`config.mk`:
```
export PLATFORM = sky130hd
export DESIGN_NAME = pll_seq_ctrl
export DESIGN_NICKNAME = d
export VERILOG_FILES = /design/src/rtl/pll_seq_ctrl.sv
export SDC_FILE = /design/constraint.sdc
export NUM_CORES = 1
export LEC_CHECK = 0
export CORE_MARGIN = 4
export CORE_UTILIZATION = 49
export CTS_CLUSTER_DIAMETER = 120
export DETAILED_ROUTE_END_ITERATION = 10
export PLACE_DENSITY = 0.76
export SYNTH_ARGS = -nofsm -noshare
export SYNTH_HDL_FRONTEND = slang
export SYNTH_SLANG_ARGS = --single-unit
```
`constraint.sdc`:
```
create_clock -name clk -period 2.6 [get_ports clk]
set_input_delay 0.52 -clock clk [delete_from_list [all_inputs] [get_ports clk]]
set_output_delay 0.52 -clock clk [all_outputs]
set_load 0.005 [all_outputs]
```
`src/rtl/pll_seq_ctrl.sv`:
```
// pll_seq_ctrl: sequences a PLL through bypass, power-down, ratio load,
// enable and lock qualification, then holds it in RUN until lock is lost
// or a new configuration request arrives.
//
// The enable, bypass and ratio outputs are registered and decided by the
// transition being taken, so while the state register holds X, the outputs
// already show the values that belong to X. locked, err and req_ready are
// plain decodes of the state register.
module pll_seq_ctrl #(
  parameter int SETTLE_CYC   = 16,
  parameter int LOCK_STABLE  = 8,
  parameter int LOCK_TIMEOUT = 1023
) (
  input  logic       clk,
  input  logic       rst_n,
  input  logic       req_valid,
  output logic       req_ready,
  input  logic [9:0] req_ratio,
  input  logic [9:0] req_zdiv0,
  input  logic [9:0] req_zdiv1,
  input  logic [1:0] req_vcodiv,
  input  logic       lock,
  output logic       pllen,
  output logic       bypass,
  output logic [9:0] ratio,
  output logic [9:0] zdiv0_ratio,
  output logic [9:0] zdiv1_ratio,
  output logic [1:0] vcodiv_ratio,
  output logic       locked,
  output logic       err,
  output logic [1:0] err_code
);

  // Counter width and the effective limits. A limit of zero would make a
  // state last no time at all, so it is promoted to one; limits larger
  // than the counter can express are clipped so the compare stays reachable.
  localparam int CNT_W   = 16;
  localparam int CNT_MAX = (1 << CNT_W) - 1;

  localparam int SETTLE_EFF  = (SETTLE_CYC < 1) ? 1 :
                               ((SETTLE_CYC > CNT_MAX) ? CNT_MAX : SETTLE_CYC);
  localparam int STABLE_EFF  = (LOCK_STABLE < 1) ? 1 :
                               ((LOCK_STABLE > CNT_MAX) ? CNT_MAX : LOCK_STABLE);
  localparam int TIMEOUT_EFF = (LOCK_TIMEOUT < 1) ? 1 :
                               ((LOCK_TIMEOUT > CNT_MAX) ? CNT_MAX : LOCK_TIMEOUT);

  localparam logic [CNT_W-1:0] SETTLE_LIM  = CNT_W'(SETTLE_EFF);
  localparam logic [CNT_W-1:0] STABLE_LIM  = CNT_W'(STABLE_EFF);
  localparam logic [CNT_W-1:0] TIMEOUT_LIM = CNT_W'(TIMEOUT_EFF);

  // Error codes reported on err_code.
  localparam logic [1:0] ERR_NONE    = 2'b00;
  localparam logic [1:0] ERR_TIMEOUT = 2'b01;
  localparam logic [1:0] ERR_LOST    = 2'b10;

  typedef enum logic [2:0] {
    S_IDLE      = 3'd0,
    S_BYPASS    = 3'd1,
    S_PWRDN     = 3'd2,
    S_LOAD      = 3'd3,
    S_ENABLE    = 3'd4,
    S_WAIT_LOCK = 3'd5,
    S_RUN       = 3'd6,
    S_ERROR     = 3'd7
  } state_e;

  // Saturating increment: counters stick at all-ones instead of wrapping.
  function automatic logic [CNT_W-1:0] sat_inc(input logic [CNT_W-1:0] value);
    return (value == {CNT_W{1'b1}}) ? value : value + CNT_W'(1);
  endfunction

  state_e           state;
  state_e           state_next;
  logic [CNT_W-1:0] cyc_cnt;
  logic [CNT_W-1:0] cyc_next;
  logic [CNT_W-1:0] stable_cnt;
  logic [CNT_W-1:0] stable_next;
  logic             pllen_next;
  logic             bypass_next;
  logic [1:0]       err_code_next;
  logic             load_en;
  logic             accept;

  logic             lock_meta;
  logic             lock_sync;

  logic [9:0]       sh_ratio;
  logic [9:0]       sh_zdiv0;
  logic [9:0]       sh_zdiv1;
  logic [1:0]       sh_vcodiv;

  // Requests are only taken in the resting states; anything else is dropped.
  assign req_ready = (state == S_IDLE) || (state == S_RUN) || (state == S_ERROR);
  assign accept    = req_valid && req_ready;
  assign locked    = (state == S_RUN);
  assign err       = (state == S_ERROR);

  // Two-flop synchroniser for the raw lock, which is asynchronous to clk.
  // NOTE: sequential blocks use non-blocking assignments so every flop
  // samples the pre-edge value of its source, giving a true two-stage chain.
  always_ff @(posedge clk or negedge rst_n) begin
    if (!rst_n) begin
      lock_meta <= 1'b0;
      lock_sync <= 1'b0;
    end else begin
      lock_meta <= lock;
      lock_sync <= lock_meta;
    end
  end

  // Shadow copy of the request, held until the LOAD cycle publishes it.
  // NOTE: these are pure data registers with no reset; they are always
  // written on acceptance before LOAD can read them, so a reset would only
  // add routing without changing behaviour.
  always_ff @(posedge clk) begin
    if (accept) begin
      sh_ratio  <= req_ratio;
      sh_zdiv0  <= req_zdiv0;
      sh_zdiv1  <= req_zdiv1;
      sh_vcodiv <= req_vcodiv;
    end
  end

  // State, counters and the registered PLL control outputs.
  always_ff @(posedge clk or negedge rst_n) begin
    if (!rst_n) begin
      state      <= S_IDLE;
      cyc_cnt    <= '0;
      stable_cnt <= '0;
      pllen      <= 1'b0;
      bypass     <= 1'b1;
      err_code   <= ERR_NONE;
    end else begin
      state      <= state_next;
      cyc_cnt    <= cyc_next;
      stable_cnt <= stable_next;
      pllen      <= pllen_next;
      bypass     <= bypass_next;
      err_code   <= err_code_next;
    end
  end

  // Ratio outputs: updated on the edge that enters LOAD and held otherwise.
  always_ff @(posedge clk or negedge rst_n) begin
    if (!rst_n) begin
      ratio        <= '0;
      zdiv0_ratio  <= '0;
      zdiv1_ratio  <= '0;
      vcodiv_ratio <= '0;
    end else if (load_en) begin
      ratio        <= sh_ratio;
      zdiv0_ratio  <= sh_zdiv0;
      zdiv1_ratio  <= sh_zdiv1;
      vcodiv_ratio <= sh_vcodiv;
    end
  end

  // Next-state logic; output values are set on the transition into a state.
  // cyc_cnt times PWRDN and then the WAIT_LOCK timeout; stable_cnt counts
  // consecutive lock_sync-high cycles in WAIT_LOCK.
  // NOTE: every signal written here gets a default first, so no path can
  // leave one unassigned and infer a latch.
  always_comb begin
    state_next    = state;
    cyc_next      = cyc_cnt;
    stable_next   = stable_cnt;
    pllen_next    = pllen;
    bypass_next   = bypass;
    err_code_next = err_code;
    load_en       = 1'b0;

    case (state)
      S_IDLE: begin
        if (accept) begin
          state_next  = S_BYPASS;
          bypass_next = 1'b1;
        end
      end

      // pllen is left alone here so a running PLL keeps its clock while
      // the downstream logic is moved onto the bypass path.
      S_BYPASS: begin
        state_next = S_PWRDN;
        pllen_next = 1'b0;
        cyc_next   = '0;
      end

      S_PWRDN: begin
        if (cyc_cnt >= SETTLE_LIM - CNT_W'(1)) begin
          state_next = S_LOAD;
          load_en    = 1'b1;
          cyc_next   = '0;
        end else begin
          cyc_next = sat_inc(cyc_cnt);
        end
      end

      S_LOAD: begin
        state_next = S_ENABLE;
        pllen_next = 1'b1;
      end

      S_ENABLE: begin
        state_next  = S_WAIT_LOCK;
        cyc_next    = '0;
        stable_next = '0;
      end

      // Lock qualification is tested before the timeout, so a lock that
      // completes on the last allowed cycle still wins.
      S_WAIT_LOCK: begin
        stable_next = lock_sync ? sat_inc(stable_cnt) : '0;
        cyc_next    = sat_inc(cyc_cnt);
        if (stable_next >= STABLE_LIM) begin
          state_next  = S_RUN;
          pllen_next  = 1'b1;
          bypass_next = 1'b0;
        end else if (cyc_next >= TIMEOUT_LIM) begin
          state_next    = S_ERROR;
          pllen_next    = 1'b0;
          bypass_next   = 1'b1;
          err_code_next = ERR_TIMEOUT;
        end
      end

      // A new request outranks a simultaneous loss of lock.
      S_RUN: begin
        if (accept) begin
          state_next  = S_BYPASS;
          bypass_next = 1'b1;
        end else if (!lock_sync) begin
          state_next    = S_ERROR;
          pllen_next    = 1'b0;
          bypass_next   = 1'b1;
          err_code_next = ERR_LOST;
        end
      end

      S_ERROR: begin
        if (accept) begin
          state_next    = S_BYPASS;
          bypass_next   = 1'b1;
          err_code_next = ERR_NONE;
        end
      end

      default: begin
        state_next = S_IDLE;
      end
    endcase
  end

endmodule

```
==> results_dict.tcl, run 1 <==
set metrics [dict create \
    tns_ps 0 \
    hold_class "input port to asynchronous set/reset pin" \
    crit_path_start_kind "register" \
    ys_ff_latch 105 \
    cp.required_ps 2910 \
    routed_wl_microns 11400 \
    end_kind "register" \
    placed_cells 651 \
    rr_worst_depth 11 \
    clock-sinks 105 \
    synth_cells 443 \
    netlist_area_sq_um 4950 \
    grt_pass1_vias 3885 \
    dp_hpwl_microns 7860 \
    avgSynthCellArea_sq_um 11.2 \
    die_width_microns 109 \
    grt_overflow 0 \
    fin_nets 574 \
    die_area_sq_um 11800 \
    cts_root_buf "clkbuf_8" \
    finalCriticalPeriod_ps 2580 \
    ir_drop_uv 447 \
    initial_core_util_pct 50.5 \
    crit_chain "ha_2, nand4_1, nor4_2, buf_4, xor2_1, nor2_1, nand4_1, o41ai_4, buf_4, a21oi_2, o22a_1" \
    grt.total_usage_pct 20.1 \
    period_share_pct 99.3 \
    hold_viol 0 \
    async_reset_ff_share_pct 69.5 \
    path_clk_slew_ps 110 \
    drive_gt1_share_pct 20.1 \
    endpoint "bypass" \
    slew_headroom_pct 39.0 \
    htreeDepth 3 \
    pre_cts_ws_ps -2.67 \
    yosysWarnings 0 \
    setup_viol 0 \
    timing.rr.end "bypass" \
    cts_buffers 9 \
    drc 0 \
    via_count 3891 \
    cp_slowest_stage_delay_ps 540 \
    maxCapViolations 0 \
    ys_seq_area_share_pct 56.3 \
    status "finished, final reports clean" \
    worst_hold_slack_ps 273 \
    cts_tree "done" \
    worstPathArrival_ps 2890 \
    io_buffers 74 \
    crit_type "register to register" \
    fin_skew_ps 9.93 \
    finalNonFillerCells 674 \
    dpl_cell_area_sq_um 5980 \
    slew_violations 0 \
    rows 36 \
    regToRegSetupSlack_ps 20 \
    ys_types 66 \
    die_height_microns 109 \
    synth_edf_count 32 \
    synth_fp_nets 481 \
    io_pins 75 \
    core_sq_um 9820 \
    power_density_nw_per_um2 700 \
    place_congestion 0.956 \
    antennaDiodeCount 0 \
    grt_max_degree 74 \
    utilization_pct 64.4 \
    syn2layout_area_growth_pct 27.6 \
    tightest_slew_ps 915 \
    rsz0062_at_grt "true" \
    grt_pass1_wl_microns 18800 \
    finalPower_mw 4.42 \
    first_pass_iters 5 \
    fin_ws_ps 17.4 \
    final_cell_area_sq_um 6320 \
    antenna_found_initial 0 \
    drtIter0Drc 314 \
    p_leak_nw 2.61 \
    max_clock_freq_ghz 0.387 \
    drtAntennaViolNets 0 \
    crit_fanout 6 \
    timing.rr.start "stable_cnt[1]" \
    vias_per_cell 5.77 \
    ys.flop_type "dfrtp_1" \
    cpMaxStageDelayCell "o41ai_4" \
    critPathLaunch "stable_cnt[1]" \
    wl_per_cell_microns 16.9 \
    clk_latency_ps 370 \
    clock_path_buffers 2 \
]
[critical path, delay by kind of cell, from the launching register on]
family,cells,cell delay (ps)
compound gates,3,740
xor+xnor,1,60
fa+ha+maj,1,220
buf+inv,2,380
flops,1,410
simple gates,4,740
[layout by cell type (no fill, tap or decap), drive strengths merged, types with 3 or more instances in the layout]
cell,count
clkbuf,9
and4,4
buf,37
xnor2,3
a211oi,4
a31oi,8
edfxtp,32
and3,7
nand3,19
a22o,4
a21oi,24
nand2,49
nand4,14
o21ai,39
inv,11
o31ai,5
a41o,3
a21o,3
nor4,7
nor2b,3
dfrtp,72
nor3,7
clkdlybuf4s50,73
mux2,35
xor2,4
nor2,26
[what timing repair did]
| action | 4_1_cts | 5_1_grt |
|---|---|---|
| setup endpoints to repair | 1 | 7 |
| setup buffers | 0 | 7 |
| cloned | 0 | 0 |
| pin swaps | 0 | 8 |
| gates resized for setup | 0 | 18 |
| hold buffers | 0 | 0 |
[worst min-delay path by stage]
stage | startpoint | to | slack [ps] | cells past startpoint
CTS | rst_n | stable_cnt[12] | 310 | 1
finish | rst_n | cyc_cnt[15] | 270 | 1
floorplan | rst_n | cyc_cnt[0] | 220 | 0
global placement | lock_meta | lock_sync | 340 | 0
global route | rst_n | stable_cnt[12] | 370 | 1
detailed placement | lock_meta | lock_sync | 350 | 0
[kinds of logic after synthesis]
group / after synthesis / share of synthesized area [%]
buf+inv: 35 / 3.06
compound gates: 112 / 15.2
simple gates: 145 / 15.3
xor+xnor: 7 / 1.24
flops: 105 / 56.3
fa+ha+maj: 2 / 0.505
mux: 37 / 8.43
[metal layers]
| layer | GRT usage, % | part of all wire, % | vias up |
|---|---|---|---|
| li1 | - | - | 1838 |
| met1 | 27.6 | 44 | 1895 |
| met2 | 29.8 | 46 | 143 |
| met3 | 6.93 | 8.7 | 15 |
| met4 | 7.12 | 1.7 | 0 |
| met5 | 0 | 0 | - |
[synthesized netlist by cell type, types with 3 or more instances]
library cell / instances / area share (%)
nor2b_1: 3 / 0.38
nor2_1: 25 / 1.9
buf_1: 3 / 0.23
a21oi_1: 24 / 2.4
nand4_1: 12 / 1.5
o31ai_1: 5 / 0.76
nor3_1: 6 / 0.61
dfrtp_1: 72 / 36
nand3_1: 18 / 1.8
mux2_2: 27 / 6.1
a41o_1: 3 / 0.61
inv_1: 7 / 0.53
mux2_1: 7 / 1.6
and4_1: 4 / 0.71
o21ai_1: 5 / 0.50
buf_2: 10 / 1.0
edfxtp_1: 32 / 19
xnor2_1: 3 / 0.53
a22o_1: 4 / 0.71
o21ai_0: 34 / 3.4
a21o_1: 3 / 0.45
a31oi_1: 8 / 1.0
clkbuf_1: 13 / 0.98
xor2_1: 4 / 0.71
and3_1: 6 / 0.76
nor4_1: 6 / 0.76
nand2_1: 49 / 3.7
[sequential cells by signal, indices dropped and copies added, names as in the netlist, 3 cells and up]
name and cells:
stable_cnt 16, ratio 10, cyc_cnt 16, sh_ratio 10, sh_zdiv1 10, sh_zdiv0 10
zdiv0_ratio 10, zdiv1_ratio 10, state 3
[cell type report]
cell class                      instances  area [sq um]
Clock inverter                          7          83.8
Multi-Input combinational cell        303          2090
Timing Repair Buffer                  110          1040
Fill cell                             801          3500
Tap cell                              133           166
Inverter                                7          26.3
Clock buffer                            9           124
Sequential cell                       105          2790
[power by group]
part           internal [mW]  switching, mW
combinational          0.528          0.754
clock                  0.466          0.594
sequential              1.92          0.159
total                   2.91           1.51
Note: power is estimated with default switching activity, not from simulation.
==> run 2: changes to the inputs <==
CORE_UTILIZATION = 54   (was 49)
CTS_BUF_LIST = sky130_fd_sc_hd__clkbuf_4 sky130_fd_sc_hd__clkbuf_8 sky130_fd_sc_hd__clkbuf_16   (was not set)
PLACE_DENSITY = 0.8   (was 0.76)
SKIP_CTS_REPAIR_TIMING = 1   (was not set)
clock period = 2.91 ns   (was 2.6 ns; I/O delays follow)
==> results_dict.tcl, run 2 (synthesis results as in run 1) <==
set metrics [dict create \
    utilization_pct 67.8 \
    grt_overflow 0 \
    clock_path_buffers 2 \
    layout_common_cells "clkdlybuf4s50_1, dfrtp_1, nand2_1" \
    fillers 625 \
    final-seq-area_sq_um 2790 \
    die_width_microns 104 \
    dpl_cell_area_sq_um 5750 \
    multi_input_area_sq_um 2030 \
    fin_ws_ps 186 \
    rows 34 \
    setup_viol 0 \
    crit_fanout 7 \
    layout_commonest_cell "clkdlybuf4s50_1" \
    maxCapViolations 0 \
    worstPathArrival_ps 2940 \
    crit_type "register to register" \
    cp_slowest_stage_delay_ps 460 \
    initial_core_util_pct 56.3 \
    cts_buffers 9 \
    grt.total_usage_pct 20.4 \
    clock-sinks 105 \
    place_congestion 0.914 \
    crit_path_start_kind "register" \
    dp_hpwl_microns 7440 \
    finalPower_mw 3.77 \
    cpMaxStageDelayCell "dfrtp_1" \
    slew_violations 0 \
    ir_drop_uv 422 \
    power_density_nw_per_um2 631 \
    max_clock_freq_ghz 0.367 \
    die_height_microns 104 \
    grt_pass1_wl_microns 18200 \
    worst-path-buf-inv 0 \
    slew_headroom_pct 13.9 \
    top_regs "cyc_cnt (16), stable_cnt (16)" \
    crit_chain "ha_1, and4_2, nand4_4, mux2_4, o32a_1, a211oi_4, nor3b_2, o21ai_1, a22oi_1" \
    fin_skew_ps 9.63 \
    fin_nets 545 \
    drive_gt1_share_pct 13.7 \
    routed_wl_microns 10900 \
    antennaDiodeCount 0 \
    io_pins 75 \
    placed_cells 603 \
    io_buffers 74 \
    core_sq_um 8810 \
    crit_family "compound AO/OA/AOI/OAI gates" \
    p_leak_nw 2.42 \
    clk_latency_ps 360 \
    wl_per_cell_microns 17.5 \
    worst_hold_slack_ps 349 \
    path_clk_slew_ps 110 \
    via_count 3773 \
    grt_max_degree 74 \
    cp.required_ps 3130 \
    vias_per_cell 6.09 \
    critPathLaunch "cyc_cnt[0]" \
    period_share_pct 93.6 \
    finalCriticalPeriod_ps 2720 \
    cts_root_buf "clkbuf_8" \
    status "finished, final reports clean" \
    syn2layout_area_growth_pct 20.6 \
    final_cell_area_sq_um 5970 \
    hold_class "input port to asynchronous set/reset pin" \
    pre_cts_ws_ps 82.1 \
    die_area_sq_um 10800 \
    rsz0062_at_grt "false" \
    grt_pass1_vias 3672 \
    cts_tree "done" \
    antenna_found_initial 0 \
    tns_ps 0 \
    tightest_slew_ps 1280 \
    htreeDepth 3 \
    first_pass_iters 5 \
    drc 0 \
    finalNonFillerCells 620 \
    timing.rr.start "cyc_cnt[0]" \
    drtAntennaViolNets 0 \
    drtIter0Drc 332 \
    hold_viol 0 \
    end_kind "register" \
]
==> run 2: path summary, 6_finish.rpt <==
| kind | slack [ps] | endpoint | cells past startpoint |
|---|---|---|---|
| max in group asynchronous | 1970 | ratio[8] | 1 |
| hold reg to reg | 380 | lock_sync | 0 |
| setup reg to reg | 190 | err_code[0] | 9 |
| setup / recovery | 190 | err_code[0] | 9 |
| min in group clk | 380 | lock_sync | 0 |
| hold / removal | 350 | stable_cnt[6] | 1 |
==> run 2: final cells by class <==
cell class / count / share of cell area, %
sequential: 105 / 46.7
inverter: 7 / 0.440
clock inverter: 7 / 1.24
clock buffer: 9 / 2.07
timing repair buffer: 81 / 13.2
multi-input combinational: 303 / 34.1
tap: 108 / 2.26
==> run 2: per-layer routing <==
metal  global-route usage (%)  part of all wire (%)  vias to the layer above
met3                     6.09                   8.6                       10
met4                     5.03                  0.95                        0
met2                     32.6                    46                      160
li1                         -                     -                     1778
met5                        0                     0                        -
met1                     27.6                    44                     1825
==> run 2: report_power, final <==
group          internal [mW]  switching, mW
logic                  0.382          0.616
registers               1.72          0.160
clock network          0.337          0.558
total                   2.44           1.33
